$ cat src/rtl/clock_pkg.sv
// Shared definitions for the front-panel key conditioning block.
package clock_pkg;

  // Debounce FSM states, one instance per key channel.
  typedef enum logic [1:0] {
    ST_RELEASED  = 2'd0,
    ST_ARMING    = 2'd1,
    ST_HELD      = 2'd2,
    ST_DISARMING = 2'd3
  } key_state_e;

  // 10 ms of stability at 50 MHz.
  localparam int DEBOUNCE_CYCLES_DEF = 500000;
  localparam int CNT_W_DEF           = 20;

endpackage

$ cat src/rtl/key_debounce.sv
// One key channel: 2-flop synchroniser, stability counter and FSM producing
// a clean level (1 = pressed) and a one-cycle press pulse.
module key_debounce
  import clock_pkg::*;
#(
  parameter int DEBOUNCE_CYCLES = DEBOUNCE_CYCLES_DEF,
  parameter int CNT_W           = CNT_W_DEF
) (
  input  logic clk_i,
  input  logic rst_i,
  input  logic key_n_i,
  output logic level_o,
  output logic press_o
);

  // The counter starts at 0 on the first agreeing sample, so hitting
  // DEBOUNCE_CYCLES-2 while the sample still agrees means DEBOUNCE_CYCLES
  // consecutive agreeing samples; the counter would reach DEBOUNCE_CYCLES-1
  // on this cycle and is cleared instead, so it can never wrap.
  localparam logic [CNT_W-1:0] CNT_LAST = CNT_W'(DEBOUNCE_CYCLES - 2);

  logic       sync1_q, sync2_q;
  logic       s;
  key_state_e state_q;
  logic [CNT_W-1:0] cnt_q;
  logic       level_q, press_q;

  // Two-flop synchroniser; resets to the released (high) key level.
  always_ff @(posedge clk_i or posedge rst_i) begin
    if (rst_i) begin
      sync1_q <= 1'b1;
      sync2_q <= 1'b1;
    end else begin
      sync1_q <= key_n_i;
      sync2_q <= sync1_q;
    end
  end

  assign s = ~sync2_q;

  // Debounce FSM with registered level and press pulse.
  always_ff @(posedge clk_i or posedge rst_i) begin
    if (rst_i) begin
      state_q <= ST_RELEASED;
      cnt_q   <= '0;
      level_q <= 1'b0;
      press_q <= 1'b0;
    end else begin
      press_q <= 1'b0;
      case (state_q)
        ST_RELEASED: begin
          cnt_q <= '0;
          if (s) state_q <= ST_ARMING;
        end
        ST_ARMING: begin
          if (!s) begin
            state_q <= ST_RELEASED;
            cnt_q   <= '0;
          end else if (cnt_q == CNT_LAST) begin
            state_q <= ST_HELD;
            cnt_q   <= '0;
            level_q <= 1'b1;
            press_q <= 1'b1;
          end else begin
            cnt_q <= cnt_q + CNT_W'(1);
          end
        end
        ST_HELD: begin
          cnt_q <= '0;
          if (!s) state_q <= ST_DISARMING;
        end
        ST_DISARMING: begin
          if (s) begin
            state_q <= ST_HELD;
            cnt_q   <= '0;
          end else if (cnt_q == CNT_LAST) begin
            state_q <= ST_RELEASED;
            cnt_q   <= '0;
            level_q <= 1'b0;
          end else begin
            cnt_q <= cnt_q + CNT_W'(1);
          end
        end
        default: begin
          state_q <= ST_RELEASED;
          cnt_q   <= '0;
          level_q <= 1'b0;
        end
      endcase
    end
  end

  assign level_o = level_q;
  assign press_o = press_q;

endmodule

$ cat src/rtl/clock_buttons.sv
// Front-panel key conditioning for the clock generator: mode key and
// manual single-step key, each through an independent debounce channel.
module clock_buttons
  import clock_pkg::*;
#(
  parameter int DEBOUNCE_CYCLES = DEBOUNCE_CYCLES_DEF,
  parameter int CNT_W           = CNT_W_DEF
) (
  input  logic iCLK,
  input  logic iRST,
  input  logic iKEY_MODE_N,
  input  logic iKEY_STEP_N,
  output logic oMODE_CLK,
  output logic oMODE_PRESS,
  output logic oMANUAL_CLK,
  output logic oSTEP_PRESS
);

  key_debounce #(
    .DEBOUNCE_CYCLES(DEBOUNCE_CYCLES),
    .CNT_W          (CNT_W)
  ) u_mode (
    .clk_i  (iCLK),
    .rst_i  (iRST),
    .key_n_i(iKEY_MODE_N),
    .level_o(oMODE_CLK),
    .press_o(oMODE_PRESS)
  );

  key_debounce #(
    .DEBOUNCE_CYCLES(DEBOUNCE_CYCLES),
    .CNT_W          (CNT_W)
  ) u_step (
    .clk_i  (iCLK),
    .rst_i  (iRST),
    .key_n_i(iKEY_STEP_N),
    .level_o(oMANUAL_CLK),
    .press_o(oSTEP_PRESS)
  );

endmodule

$ cat config.mk
export PLATFORM = sky130hd
export DESIGN_NAME = clock_buttons
export DESIGN_NICKNAME = d
export VERILOG_FILES = /design/src/rtl/clock_pkg.sv /design/src/rtl/key_debounce.sv /design/src/rtl/clock_buttons.sv
export SDC_FILE = /design/constraint.sdc
export NUM_CORES = 1
export LEC_CHECK = 0
export CAP_MARGIN = 10
export CORE_ASPECT_RATIO = 0.5
export CORE_MARGIN = 2
export CORE_UTILIZATION = 40
export CTS_CLUSTER_SIZE = 12
export DETAILED_ROUTE_END_ITERATION = 6
export DONT_BUFFER_PORTS = 1
export PLACE_DENSITY_LB_ADDON = 0.12
export SETUP_SLACK_MARGIN = 0.1
export SYNTH_ARGS = -nofsm -noshare
export SYNTH_HDL_FRONTEND = slang
export SYNTH_HIERARCHICAL = 1
export SYNTH_SLANG_ARGS = --single-unit
export TNS_END_PERCENT = 100
$ cat constraint.sdc
create_clock -name iCLK -period 3.31 [get_ports iCLK]
set_input_delay 0.4965 -clock iCLK [delete_from_list [all_inputs] [get_ports iCLK]]
set_output_delay 0.4965 -clock iCLK [all_outputs]
set_load 0.02 [all_outputs]
==> reports/qor.csv, run 1 <==
metric,value,unit
cts-root-to-sink-buffers,2,
cp_data_required_time,3.45,ns
worst-slew-pin-transition,0.971,ns
buffer_count_from_post_cts_setup_fixing,0,
timing.slew.headroom,0.352,
fin_crit,2.12,ns
cts_tree,done,
post-route-worst-setup-slack,1.19,ns
drc_errors,0,
power-per-cell-area,405,nW/um2
detail_route.vias_per_cell,5.18,
ff2ff_setup_slack,1.19,ns
io-pin-count,8,
setup.worst_path.class,flop to flop,
numPortBuffers,0,
cp.arrival,2.26,ns
num_rows,20,
synth-async-reset-ratio,1.00,
die_area,7380,um2
finish.cell_count_without_fillers,342,
final_hpwl_dp,3170,um
pre_cts_slack,1.16,ns
die_w,120,um
dr_total_vias,1772,
vias_in_the_first_global_route,1701,
critical_path.endpoint_type,flop,
cts_resized,0,
synth.net_count,256,
total_number_of_yosys_warnings,6,
floorplan.die.height,61.8,um
timing.final.hold_violations,0,
final_net_count,261,
min-delay-path-class,primary input to flop,
count_of_endpoints_failing_setup_in_the_final_report,0,
ctsHtreeMaxLevel,2,
cell_at_the_root_of_the_clock_tree,sky130_fd_sc_hd__clkbuf_16,
final.period_utilization,0.640,
postRouteWirelength,4610,um
clock_pin_slew_on_the_worst_setup_and_hold_paths,0.06,ns
syn2layout_area_growth,8.86,%
drive_gt1_frac,0.126,
mappedNetlistArea,2670,um2
drv_slew,0,
total_power,1.18,mW
setup_repair_after_global_routing_missed_its_margin,false,
seq_area_frac_synth,0.489,
timing.critical_path.from,u_mode/cnt_q[0]$_DFF_PP0_,
worst_skew_pair_latency,0.29,ns
placeableCoreArea,6260,um2
initialDrtViolationCount,54,
start_util,0.427,
cts-hold-fix-buffers,0,
run_status,completed,
insertedDiodeCount,0,
detail_route.first_pass.iterations,4,
layout_skew,0.00482,ns
postLayoutCoreUtil,0.465,
first_pass_grt_wire_length,8320,um
clock.fmax,0.472,GHz
cts.sink_count,52,
grt_max_degree,27,
vdd_drop_max,0.276,mV
antenna_found_initial,0,
numCtsBuffers,5,
synth_edf_count,0,
routedWlPerCell,13.5,um
synthCells,248,
total_leakage_power,1.14,nW
globalRouteTotalUtil,0.145,
cp_max_fo,17,
maxCapViolations,0,
synth-seq-cells,52,
r2r_cells,6,
antenna_left,0,
crit_path_end,u_mode/cnt_q[7]$_DFF_PP0_,
setup_total_negative_slack,0,ns
ys.flop_type,sky130_fd_sc_hd__dfrtp_1,
globalRouteOverflowTotal,0,
synthDistinctLibCells,30,
worstReg2RegStart,u_mode/cnt_q[0]$_DFF_PP0_,
syn_area_per_cell,10.8,um2
numPlacedInstances,334,
place_congestion,0.765,
startpoint_type,flop,
timing.rr.end,u_mode/cnt_q[7]$_DFF_PP0_,
-- power breakdown --
part,total [mW],internal (mW),switching (mW)
Clock,0.501,0.282,0.218
Combinational,0.0283,0.00516,0.0231
Sequential,0.649,0.643,0.00606
-- cell usage after synthesis (6+ instances only) --
cell type                 count  area (um2)
sky130_fd_sc_hd__dfrtp_1     48        1200
sky130_fd_sc_hd__inv_1       10        37.5
sky130_fd_sc_hd__mux2i_1      6        60.1
sky130_fd_sc_hd__nand2_1     16        60.1
sky130_fd_sc_hd__nand3_1     10        50.1
sky130_fd_sc_hd__nand4_1      8        50.1
sky130_fd_sc_hd__nor2_1      46         173
sky130_fd_sc_hd__nor3_1      10        50.1
sky130_fd_sc_hd__nor4_1      14        87.6
sky130_fd_sc_hd__xnor2_1     24         210
sky130_fd_sc_hd__xor2_1       8        70.1
-- placed cells by master (no fill, tap or decap), types with 2 or more instances in the layout --
cell type,Yosys,layout
sky130_fd_sc_hd__dfstp_2,4,4
sky130_fd_sc_hd__nor3_1,10,10
sky130_fd_sc_hd__nor4b_2,2,2
sky130_fd_sc_hd__nand3_1,10,10
sky130_fd_sc_hd__nand2_1,16,16
sky130_fd_sc_hd__and4_1,4,4
sky130_fd_sc_hd__o31ai_1,2,2
sky130_fd_sc_hd__nor2b_1,2,2
sky130_fd_sc_hd__dfrtp_1,48,48
sky130_fd_sc_hd__nand3_2,2,2
sky130_fd_sc_hd__mux2i_1,6,6
sky130_fd_sc_hd__nor2_1,46,46
sky130_fd_sc_hd__and4bb_2,4,4
sky130_fd_sc_hd__clkbuf_16,0,5
sky130_fd_sc_hd__nor4_4,2,2
sky130_fd_sc_hd__nand4_2,2,2
sky130_fd_sc_hd__nand4_1,8,8
sky130_fd_sc_hd__nor3b_2,2,2
sky130_fd_sc_hd__inv_1,10,10
sky130_fd_sc_hd__nor4_1,14,14
sky130_fd_sc_hd__nand4_4,4,4
sky130_fd_sc_hd__clkbuf_1,0,2
sky130_fd_sc_hd__xnor2_1,24,24
sky130_fd_sc_hd__mux2_1,2,2
sky130_fd_sc_hd__a31oi_1,2,2
sky130_fd_sc_hd__ha_1,4,4
sky130_fd_sc_hd__o21bai_2,2,2
sky130_fd_sc_hd__nor4_2,2,2
sky130_fd_sc_hd__xor2_1,8,8
sky130_fd_sc_hd__a21oi_1,2,2
sky130_fd_sc_hd__a2bb2oi_1,2,2
-- final cells by class --
cell class	count	area, um2
fillers	594	3350
clock buffers	7	133
flip-flops and latches	52	1310
clock inverters	1	8.76
well taps	88	110
multi-input cells	184	1310
inverters	10	37.5
-- routing by layer --
metal  routed length [um]  GRT usage  vias to the layer above
li1                     -          -                      894
met3                  156     0.0411                        4
met4                   26     0.0353                        0
met5                    0          0                        -
met2                 2040      0.245                       23
met1                 2380      0.190                      851
-- registers in the layout (all words and copies together) (netlist names), named ones only --
name            count
u_step/cnt_q       20
u_step/press_o      1
u_mode/state_q      1
u_mode/press_o      1
u_mode/cnt_q       20
u_step/sync1_q      1
u_step/sync2_q      1
u_mode/sync2_q      1
u_mode/sync1_q      1
u_step/state_q      1
u_mode/level_o      1
u_step/level_o      1
-- per-stage QoR --
step / area [um2] / hold slack (ns)
floorplan: 2670 / 0.345
global placement: 2770 / 0.345
detailed placement: 2770 / 0.347
CTS: 2910 / 0.193
global route: 2910 / 0.187
finish: 2910 / 0.202
-- how the worst min path moves through the flow --
stage / slack [ns] / endpoint / startpoint / cells after the start
3_5_place_dp: 0.35 / u_mode/sync2_q$_DFF_PP1_ / u_mode/sync1_q$_DFF_PP1_ / 0
6_report: 0.20 / u_mode/sync1_q$_DFF_PP1_ / iKEY_MODE_N / 0
2_1_floorplan: 0.35 / u_mode/sync2_q$_DFF_PP1_ / u_mode/sync1_q$_DFF_PP1_ / 0
5_1_grt: 0.19 / u_mode/sync1_q$_DFF_PP1_ / iKEY_MODE_N / 0
4_1_cts: 0.19 / u_mode/sync1_q$_DFF_PP1_ / iKEY_MODE_N / 0
3_3_place_gp: 0.35 / u_mode/sync2_q$_DFF_PP1_ / u_mode/sync1_q$_DFF_PP1_ / 0
-- cell families after synthesis --
family | after synthesis | share of synthesized area
buffers and inverters | 12 | 0.0197
AND/OR/NAND/NOR | 130 | 0.307
XOR/XNOR | 32 | 0.105
flip-flops | 52 | 0.489
multiplexers | 8 | 0.0309
AO/OA/AOI/OAI | 10 | 0.0291
adder cells (fa/ha/maj) | 4 | 0.0187
-- worst max-delay path, stage by stage (launching register included) --
cell and delay (ns):
sky130_fd_sc_hd__dfrtp_1 0.44, sky130_fd_sc_hd__inv_1 0.09, sky130_fd_sc_hd__ha_1 0.16, sky130_fd_sc_hd__and4bb_2 0.24, sky130_fd_sc_hd__nand4_1 0.25, sky130_fd_sc_hd__o21bai_2 0.68
sky130_fd_sc_hd__nor2_1 0.11
Power figures use the tool's default switching activity.
==> inputs of run 2 (changes only) <==
==> constraint.sdc (replaced) <==
create_clock -name iCLK -period 2.14 [get_ports iCLK]
set_input_delay 0.321 -clock iCLK [delete_from_list [all_inputs] [get_ports iCLK]]
set_output_delay 0.321 -clock iCLK [all_outputs]
set_load 0.02 [all_outputs]
==> reports/qor.csv, run 2 (synthesis gave the netlist of run 1 again) <==
metric,value,unit,change
run_status,completed,,
antenna_left,0,,unchanged
place_area,2810,um2,+1.6%
detail_route.vias_per_cell,5.10,,-1.6%
clock.fmax,0.548,GHz,+16%
first_pass_grt_wire_length,8380,um,+0.75%
postRouteWirelength,4660,um,+1.0%
routedWlPerCell,13.3,um,-1.0%
fin_crit,1.82,ns,-0.294 ns
cts_resized,0,,unchanged
globalRouteTotalUtil,0.145,,+0.000895
final.period_utilization,0.852,,+0.212
worst_skew_pair_latency,0.29,ns,about the same
timing.final.hold_violations,0,,unchanged
numPortBuffers,0,,unchanged
final_net_count,268,,+2.7%
cts_tree,done,,
critical_path.endpoint_type,flop,,
min-delay-path-class,primary input to flop,,
cp_data_required_time,2.31,ns,-1.14 ns
cts.sink_count,52,,unchanged
grt_max_degree,26,,-3.7%
final_hpwl_dp,3330,um,+4.8%
biggestRegsByFlops,"u_mode/cnt_q x20, u_step/cnt_q x20",,
fin_area,2970,um2,+2.1%
initialDrtViolationCount,63,,+17%
most_common_cell_after_layout_fill_and_taps_aside,sky130_fd_sc_hd__dfrtp_1,,
worst-slew-pin-transition,0.523,ns,-0.449 ns
vdd_drop_max,0.316,mV,+15%
power-per-cell-area,624,nW/um2,+54%
cts-hold-fix-buffers,1,,+1
hold_depth,0,,unchanged
placeableCoreArea,6260,um2,unchanged
cp_max_fo,6,,-11
ctsHtreeMaxLevel,2,,unchanged
syn2layout_area_growth,11.1,%,
vias_in_the_first_global_route,1763,,+3.6%
r2r_cells,6,,unchanged
layout_skew,0.00562,ns,+0.000800 ns
drive_gt1_frac,0.146,,+0.0196
worstReg2RegStart,u_mode/cnt_q[0]$_DFF_PP0_,,
final_cell_mix,"sky130_fd_sc_hd__dfrtp_1, sky130_fd_sc_hd__nor2_1, sky130_fd_sc_hd__xnor2_1",,
cp.arrival,1.99,ns,-0.27 ns
globalRouteOverflowTotal,0,,unchanged
die_w,120,um,unchanged
setup.worst_path.class,flop to flop,,
insertedDiodeCount,0,,unchanged
count_of_endpoints_failing_setup_in_the_final_report,0,,unchanged
startpoint_type,flop,,
setup_total_negative_slack,0,ns,unchanged
die_area,7380,um2,unchanged
buffer_count_from_post_cts_setup_fixing,0,,unchanged
maxCapViolations,0,,unchanged
dr_total_vias,1780,,+0.45%
antenna_found_initial,0,,unchanged
start_util,0.427,,unchanged
total_power,1.85,mW,+57%
cts-root-to-sink-buffers,2,,unchanged
num_rows,20,,unchanged
hold_path_startpoint,iKEY_MODE_N,,
clock_pin_slew_on_the_worst_setup_and_hold_paths,0.06,ns,about the same
setup_repair_after_global_routing_missed_its_margin,false,,
drc_errors,0,,unchanged
cell_at_the_root_of_the_clock_tree,sky130_fd_sc_hd__clkbuf_16,,
crit_chain,inv_1 -> ha_1 -> and4bb_2 -> nand4_1 -> nor2_1 -> mux2_1,,
total_leakage_power,1.17,nW,+3.0%
detail_route.first_pass.iterations,4,,unchanged
timing.slew.headroom,0.651,,+0.299
crit_path_max_incr_delay,0.44,ns,-0.24 ns
drv_slew,0,,unchanged
io-pin-count,8,,unchanged
critPathSlowestCell,sky130_fd_sc_hd__dfrtp_1,,
numCtsBuffers,5,,unchanged
place_congestion,0.771,,+0.82%
timing.critical_path.from,u_mode/cnt_q[0]$_DFF_PP0_,,
floorplan.die.height,61.8,um,unchanged
==> run 2: layer usage <==
metal  track usage  up-vias  share of wire
met5             0        -              0
met4        0.0370        0         0.0017
met3        0.0429        2          0.029
met2         0.242       13           0.45
met1         0.193      868           0.52
li1              -      897              -
==> run 2: report_power, final <==
group	total [mW]	switching (mW)	internal [mW]
combinational	0.0519	0.0369	0.0150
clock	0.796	0.329	0.467
sequential	1.00	0.00921	0.995
total	1.85	0.375	1.48
==> run 2: path summary, 6_finish.rpt <==
kind                                            endpoint  slack (ns)
worst min register to register  u_mode/sync2_q$_DFF_PP1_        0.35
min in group asynchronous       u_step/sync1_q$_DFF_PP1_        0.51
worst max-delay path                                flop        0.32
worst max register to register                      flop        0.32
worst min-delay path            u_mode/sync1_q$_DFF_PP1_        0.03
max in group asynchronous       u_mode/sync1_q$_DFF_PP1_        0.97
==> run 2: layout make-up <==
class | instances | area, um2
inverters | 10 | 37.5
repair buffers | 7 | 55.1
flip-flops and latches | 52 | 1310
clock buffers | 8 | 146
well taps | 88 | 110
fillers | 587 | 3290
multi-input cells | 184 | 1310
==> run 2: critical path, delay by kind of cell, from the launching register on <==
family,cells,cell delay [ns]
multiplexers,1,0.34
buffers and inverters,1,0.08
adder cells (fa/ha/maj),1,0.14
flip-flops,1,0.44
AND/OR/NAND/NOR,3,0.71
==> run 2: stage by stage <==
stage | utilization | setup WS (ns) | hold slack, ns | std cells
after global routing | 0.474 | 0.178 | 0.0123 | 349
after global placement | 0.449 | 0.399 | 0.229 | 340
after floorplan | - | 0.466 | 0.325 | 248
after detailed placement | 0.449 | 0.328 | 0.235 | 340
after CTS | 0.474 | 0.312 | 0.0216 | 349
final | 0.474 | 0.316 | 0.0313 | 349
==> inputs of run 3 (changes only) <==
--- a/config.mk
+++ b/config.mk
@@ -9,6 +9,7 @@
 export CORE_ASPECT_RATIO = 0.5
 export CORE_MARGIN = 2
 export CORE_UTILIZATION = 40
+export CTS_CLUSTER_DIAMETER = 120
 export CTS_CLUSTER_SIZE = 12
 export DETAILED_ROUTE_END_ITERATION = 6
 export DONT_BUFFER_PORTS = 1
==> results of run 3 <==
Same layout as run 2: the final DEF is identical, and so are final timing and power.
==> RTL change 1, RTL diff (settings of run 3) <==
The package constant `DEBOUNCE_CYCLES_DEF` goes from 500000 to 262144.
--- a/src/rtl/clock_pkg.sv
+++ b/src/rtl/clock_pkg.sv
@@ -12,3 +12,3 @@
   // 10 ms of stability at 50 MHz.
-  localparam int DEBOUNCE_CYCLES_DEF = 500000;
+  localparam int DEBOUNCE_CYCLES_DEF = 262144;
   localparam int CNT_W_DEF           = 20;
Behaviour: no difference found for any inputs over 10 cycles, from zero or initial values and one cycle with iRST high; that may be too few to reach the edited logic, so the function may still have changed.
==> RTL change 1 against run 3 <==
Synthesized area decreased by 5.0%; worst hold slack got worse by 0.0064 ns; total power increased by 1.9%; cell area decreased by 3.2%; first-iteration DRC count increased by 68%; sequential cell count unchanged; wire length increased by 1.2%; worst setup slack got worse by 0.13 ns; critical path type unchanged; largest cell class is now flip-flops and latches.
==> RTL change 1: results (changes against run 3) <==
| Metric | Value |
|---|---|
| Worst slew margin | `70.6% (+5.5 points)` |
| Number of iterations in the first detailed-routing pass | `4 (unchanged)` |
| Worst Path Arrival | `2.13 ns (+0.14 ns)` |
| First-pass GRT wire length | `8250 um (-1.6%)` |
| Vias per cell | `5.17 (+1.3%)` |
| Wire length on met2 | `2200 um (+4.3%)` |
| Lkg Pwr | `1.08 nW (-8.1%)` |
| Fin nets | `262 (-2.2%)` |
| Vias in the first global route | `1775 (+0.68%)` |
| Min cycle time layout | `1.95 ns (+0.126 ns)` |
| Synth cell types | `31 (+3.3%)` |
| Root buffer cell | `clkbuf_16` |
| Initial detailed-routing violation count | `106 (+68%)` |
| DP Cell Count | `332 (-2.4%)` |
| Fillers | `594 (+1.2%)` |
| Mux share of post-synthesis cell area | `0% (-3.1 points)` |
| Most frequent cells after synthesis | `dfrtp_1, nor2_1, xnor2_1, nand2_1` |
| CP max FO | `5 (-1)` |
| Placed instance area | `0.00267 mm2 (-4.9%)` |
| Metal-1 WL | `2380 um (-1.0%)` |
| Synth Flop Type | `dfrtp_1` |
| P_sw | `426 uW (+14%)` |
| Met3 wire length | `117 um (-14%)` |
| Routed wire length | `4710 um (+1.2%)` |
| R2r setup slk | `0.19 ns (-0.13 ns)` |
| Reg2reg end | `u_step/cnt_q[11]` |
| Syn nets | `252 (-1.6%)` |
| Post-Synth Adder-Cell Area | `1.97% (+0.098 points)` |
| CP endpoint | `u_step/cnt_q[11]` |
| Xor/xnor cell area share of the yosys netlist | `8.97% (-1.5 points)` |
| R2R Path Start | `u_step/cnt_q[0]` |
| VDD IR max | `0.000297 V (-5.9%)` |
| Ratio of cells with drive above 1 in the final layout | `15.7% (+1.1 points)` |
| WHS Endpoint | `u_step/sync1_q` |
| Sequential fraction of the synthesis area | `51.5% (+2.6 points)` |
| RD Place Congestion | `0.762 (-1.2%)` |
| Largest registers | `u_mode/cnt_q (20), u_step/cnt_q (20)` |
| Area contributors post-synth | `dfrtp_1, xnor2_1, nor2_1, dfstp_2, o31ai_1` |
| Clk buf depth | `2 (unchanged)` |
| DP HPWL | `3090 um (-7.0%)` |
| Fin cells | `343 (-1.7%)` |
| Hold WS | `0.0249 ns (-0.00639 ns)` |
| Compound-Gate Fraction of Synth Area | `9.86% (+7.0 points)` |
| HP Start | `iKEY_STEP_N` |
| Tot GR Track Use | `15.0% (+0.48 points)` |
| Post-Synthesis Cells | `244 (-1.6%)` |
| Dpl ws | `0.127 ns (-0.201 ns)` |
| Worst-case reg-to-reg path depth | `7 (+1)` |
| Setup Skew | `0.00674 ns (+0.00111 ns)` |
| Largest net degree at the start of global routing | `27 (+3.8%)` |
| Status | `finished clean` |
## RTL change 1: changes by cell type in the layout (fill, tap and decap cells not counted), moves of 8 or more
cell | run 3 | this run
or4_1 | 0 | 8
nor2_1 | 46 | 36
a21oi_1 | 2 | 10
o21ai_0 | 0 | 8
nor3_1 | 10 | 2
o31ai_1 | 2 | 10
## RTL change 1: worst max-delay path: stages, from the launching register on
cell      delay [ns]
dfrtp_1         0.38
inv_1           0.06
ha_1            0.14
nand4b_1        0.10
or4_4           0.56
o311ai_4        0.33
buf_4           0.22
nor2_1          0.05
## RTL change 1: power by group through the flow
stage	clock (mW)	combinational [mW]	sequential, mW
CTS	0.849	0.0628	1.00
global route	0.887	0.0755	1.00
detailed placement	0	0.0611	1.02
finish	0.818	0.0670	1.00
global placement	0	0.0596	1.02
floorplan	0	0.0398	1.02
## RTL change 1: timing repair
item | CTS | global route
hold endpoints to repair | 25 | 0
endpoints found under the setup margin | 0 | 34
hold buffers | 1 | 0
resized for setup | 0 | 9
## RTL change 1: final cells by class
class                   instances  area (um2)  share of cell area (%)
flip-flops and latches         52        1310                    45.5
multi-input cells             174        1170                    40.6
repair buffers                 11         101                    3.53
inverters                      10        37.5                    1.31
clock buffers                   5         125                    4.36
clock inverters                 3        25.0                   0.871
well taps                      88         110                    3.83
## RTL change 1: logic make-up after synthesis
group,after synthesis
AOI/OAI and AO/OA,36
xor gates and xnor gates,26
adders and majority gates,4
buffers and inverters,18
DFF,52
and+or+nand+nor,108
## RTL change 1: layer usage
metal	GRT usage, %	vias to the layer above
met5	0	-
li1	-	888
met2	25.6	10
met1	19.6	873
met3	3.96	2
met4	3.53	0
==> RTL change 2, RTL diff (settings of run 3) <==
Without the edit above. Put a register stage on the output `oMODE_PRESS`. The value now appears one clock later. The other outputs are not delayed to match.
--- a/src/rtl/clock_buttons.sv
+++ b/src/rtl/clock_buttons.sv
@@ -18,2 +18,4 @@
 
+  logic oMODE_PRESS_d;
+
   key_debounce #(
@@ -26,3 +28,3 @@
     .level_o(oMODE_CLK),
-    .press_o(oMODE_PRESS)
+    .press_o(oMODE_PRESS_d)
   );
@@ -40,2 +42,6 @@
 
+  always_ff @(posedge iCLK) begin
+      oMODE_PRESS <= oMODE_PRESS_d;
+  end
+
 endmodule
Behaviour: no difference found for any inputs over 10 cycles, from zero or initial values and one cycle with iRST high; that may be too few to reach the edited logic, so the function may still have changed.
==> RTL change 2 against run 3 <==
Sequential cell count is 1 higher; utilization shrank 2.3 points; wire length is 2.5% higher; worst setup slack better by 0.010 ns; first-iteration DRC count grew 110%; total power increased by 0.59%; cell area up 0.38%; synthesized area is 0.75% higher; combinational power increased by 1%; critical path type unchanged; highest routed layer unchanged.
==> RTL change 2: results (changes against run 3) <==
| Metric | Value |
|---|---|
| Status | `finished clean` |
| Setup Skew | `0.00353 ns (-0.00209 ns)` |
| Fillers | `642 (+9.4%)` |
| Synth cell types | `31 (+3.3%)` |
| Worst Path Arrival | `1.99 ns (about the same)` |
| Initial antenna violation count | `0 (unchanged)` |
| GRT met2 Usage | `24.1% (-0.14 points)` |
| Postcts setup bufs | `0 (unchanged)` |
| Root buffer cell | `clkbuf_16` |
| Tot GR Track Use | `14.1% (-0.47 points)` |
| Largest net degree at the start of global routing | `27 (+3.8%)` |
| Routed wire length | `4770 um (+2.5%)` |
| Routing usage on met3 | `3.92% (-0.36 points)` |
| Lkg Pwr | `1.17 nW (-0.27%)` |
| Sequential fraction of the synthesis area | `49.3% (+0.38 points)` |
| CP max stage delay | `0.44 ns (about the same)` |
| Type of the worst min-delay path | `in -> reg` |
| Area contributors post-synth | `dfrtp_1, xnor2_1, nor2_1, dfstp_2, nor4_1` |
| VDD IR max | `0.000274 V (-13%)` |
| Vias per cell | `5.14 (+0.87%)` |
| Most frequent cells after synthesis | `dfrtp_1, nor2_1, xnor2_1, nand2_1, nor4_1` |
| Largest registers | `u_mode/cnt_q (20), u_step/cnt_q (20)` |
| Ant. Diodes | `0 (unchanged)` |
| Clk buf depth | `2 (unchanged)` |
| Port buffer count | `0 (unchanged)` |
| Switching Fraction | `21.4% (+1.2 points)` |
| Post-synth ARST share | `98.1% (-1.9 points)` |
| Post-synth EDFFs | `0 (unchanged)` |
| Synth Flop Type | `dfrtp_1` |
| R2r setup slk | `0.33 ns` |
| Fin nets | `268 (unchanged)` |
| H-tree depth | `2 (unchanged)` |
| Number of iterations in the first detailed-routing pass | `4 (unchanged)` |
| Final setup margin | `0.326 ns (+0.00996 ns)` |
| Worst-Skew Late Latency | `0.29 ns (about the same)` |
| RD Place Congestion | `0.787 (+2.0%)` |
| First-pass GRT wire length | `8070 um (-3.8%)` |
| Initial detailed-routing violation count | `130 (+110%)` |
| Reg clk slew, reported paths | `0.07 ns` |
| DP HPWL | `3290 um (-1.0%)` |
| Vias in the first global route | `1690 (-4.1%)` |
| Tightest Pin Transition | `0.700 ns (+0.177 ns)` |
| Met1 Track Usage GR | `17.8% (-1.5 points)` |
| Dpl ws | `0.339 ns (+0.0104 ns)` |
| Syn nets | `257 (+0.39%)` |
| Total CTS buffers | `5 (unchanged)` |
| Critical-path top delay cell | `dfrtp_1` |
| Yosys warning count | `6 (unchanged)` |
| Ratio of cells with drive above 1 in the final layout | `14.2% (-0.38 points)` |
| CP max FO | `6 (unchanged)` |
RTL change 2: changes by cell type after synthesis:
cell     before  now
dfxtp_1       0    1
RTL change 2: cells by family (layout without fill, tap and decap cells):
group / count (synthesis) / count (layout) / share of synthesized area, %
mux: 8 / 8 / 3.07
flops: 53 / 53 / 49.3
fa+ha+maj: 4 / 4 / 1.86
buf+inv: 12 / 24 / 1.95
xor+xnor: 32 / 32 / 10.4
simple gates: 130 / 130 / 30.5
compound gates: 10 / 10 / 2.88
RTL change 2: path summary, 6_finish.rpt:
| kind | from | endpoint | cells past startpoint |
|---|---|---|---|
| setup / recovery | u_step/cnt_q[0] | register | 6 |
| hold / removal | iKEY_MODE_N | u_mode/sync1_q | 0 |
| setup reg to reg | u_step/cnt_q[0] | register | 6 |
| hold reg to reg | u_mode/press_o | oMODE_PRESS | 0 |
| max in group asynchronous | iRST | u_step/sync1_q | 3 |
| min in group asynchronous | iRST | u_mode/cnt_q[8] | 1 |
RTL change 2: area by class of cell:
class                   instances  area share [%]
clock inverters                 1           0.252
flip-flops and latches         53            44.5
well taps                      92            3.87
multi-input cells             184            44.0
clock buffers                   7            4.45
repair buffers                  6            1.60
inverters                      10            1.26
RTL change 2: routing by layer:
layer  routed length, um  vias to the layer above
met3                 107                        7
met5                   0                        -
met2                2230                       13
li1                    -                      902
met1                2370                      894
met4                  60                        0
RTL change 2: metrics by stage:
stage	area, um2	cells	utilization, %	hold slack (ns)
5_1_grt	2980	353	45.2	0.00426
4_1_cts	2980	353	45.2	0.0120
2_1_floorplan	2690	249	-	0.324
3_5_place_dp	2830	344	42.9	0.291
3_3_place_gp	2830	344	42.9	0.286
6_report	2980	353	45.2	0.0214
RTL change 2: critical path, delay by kind of cell (launching register included):
kind / cells / cell delay, ns
multiplexers: 1 / 0.35
buffers and inverters: 1 / 0.08
AND/OR/NAND/NOR: 3 / 0.70
adder cells (fa/ha/maj): 1 / 0.13
flip-flops: 1 / 0.44
RTL change 2: power groups by stage:
stage	logic [mW]	clock network, mW	registers, mW
2_1_floorplan	0.0364	0	1.04
5_1_grt	0.0621	0.866	1.02
4_1_cts	0.0557	0.821	1.02
3_3_place_gp	0.0537	0	1.04
6_report	0.0525	0.788	1.02
3_5_place_dp	0.0539	0	1.04
RTL change 2: what timing repair did:
item                                   in CTS  in global routing
hold buffers                                1                  0
endpoints found under the hold margin      24                  0
resized for setup                           0                  0
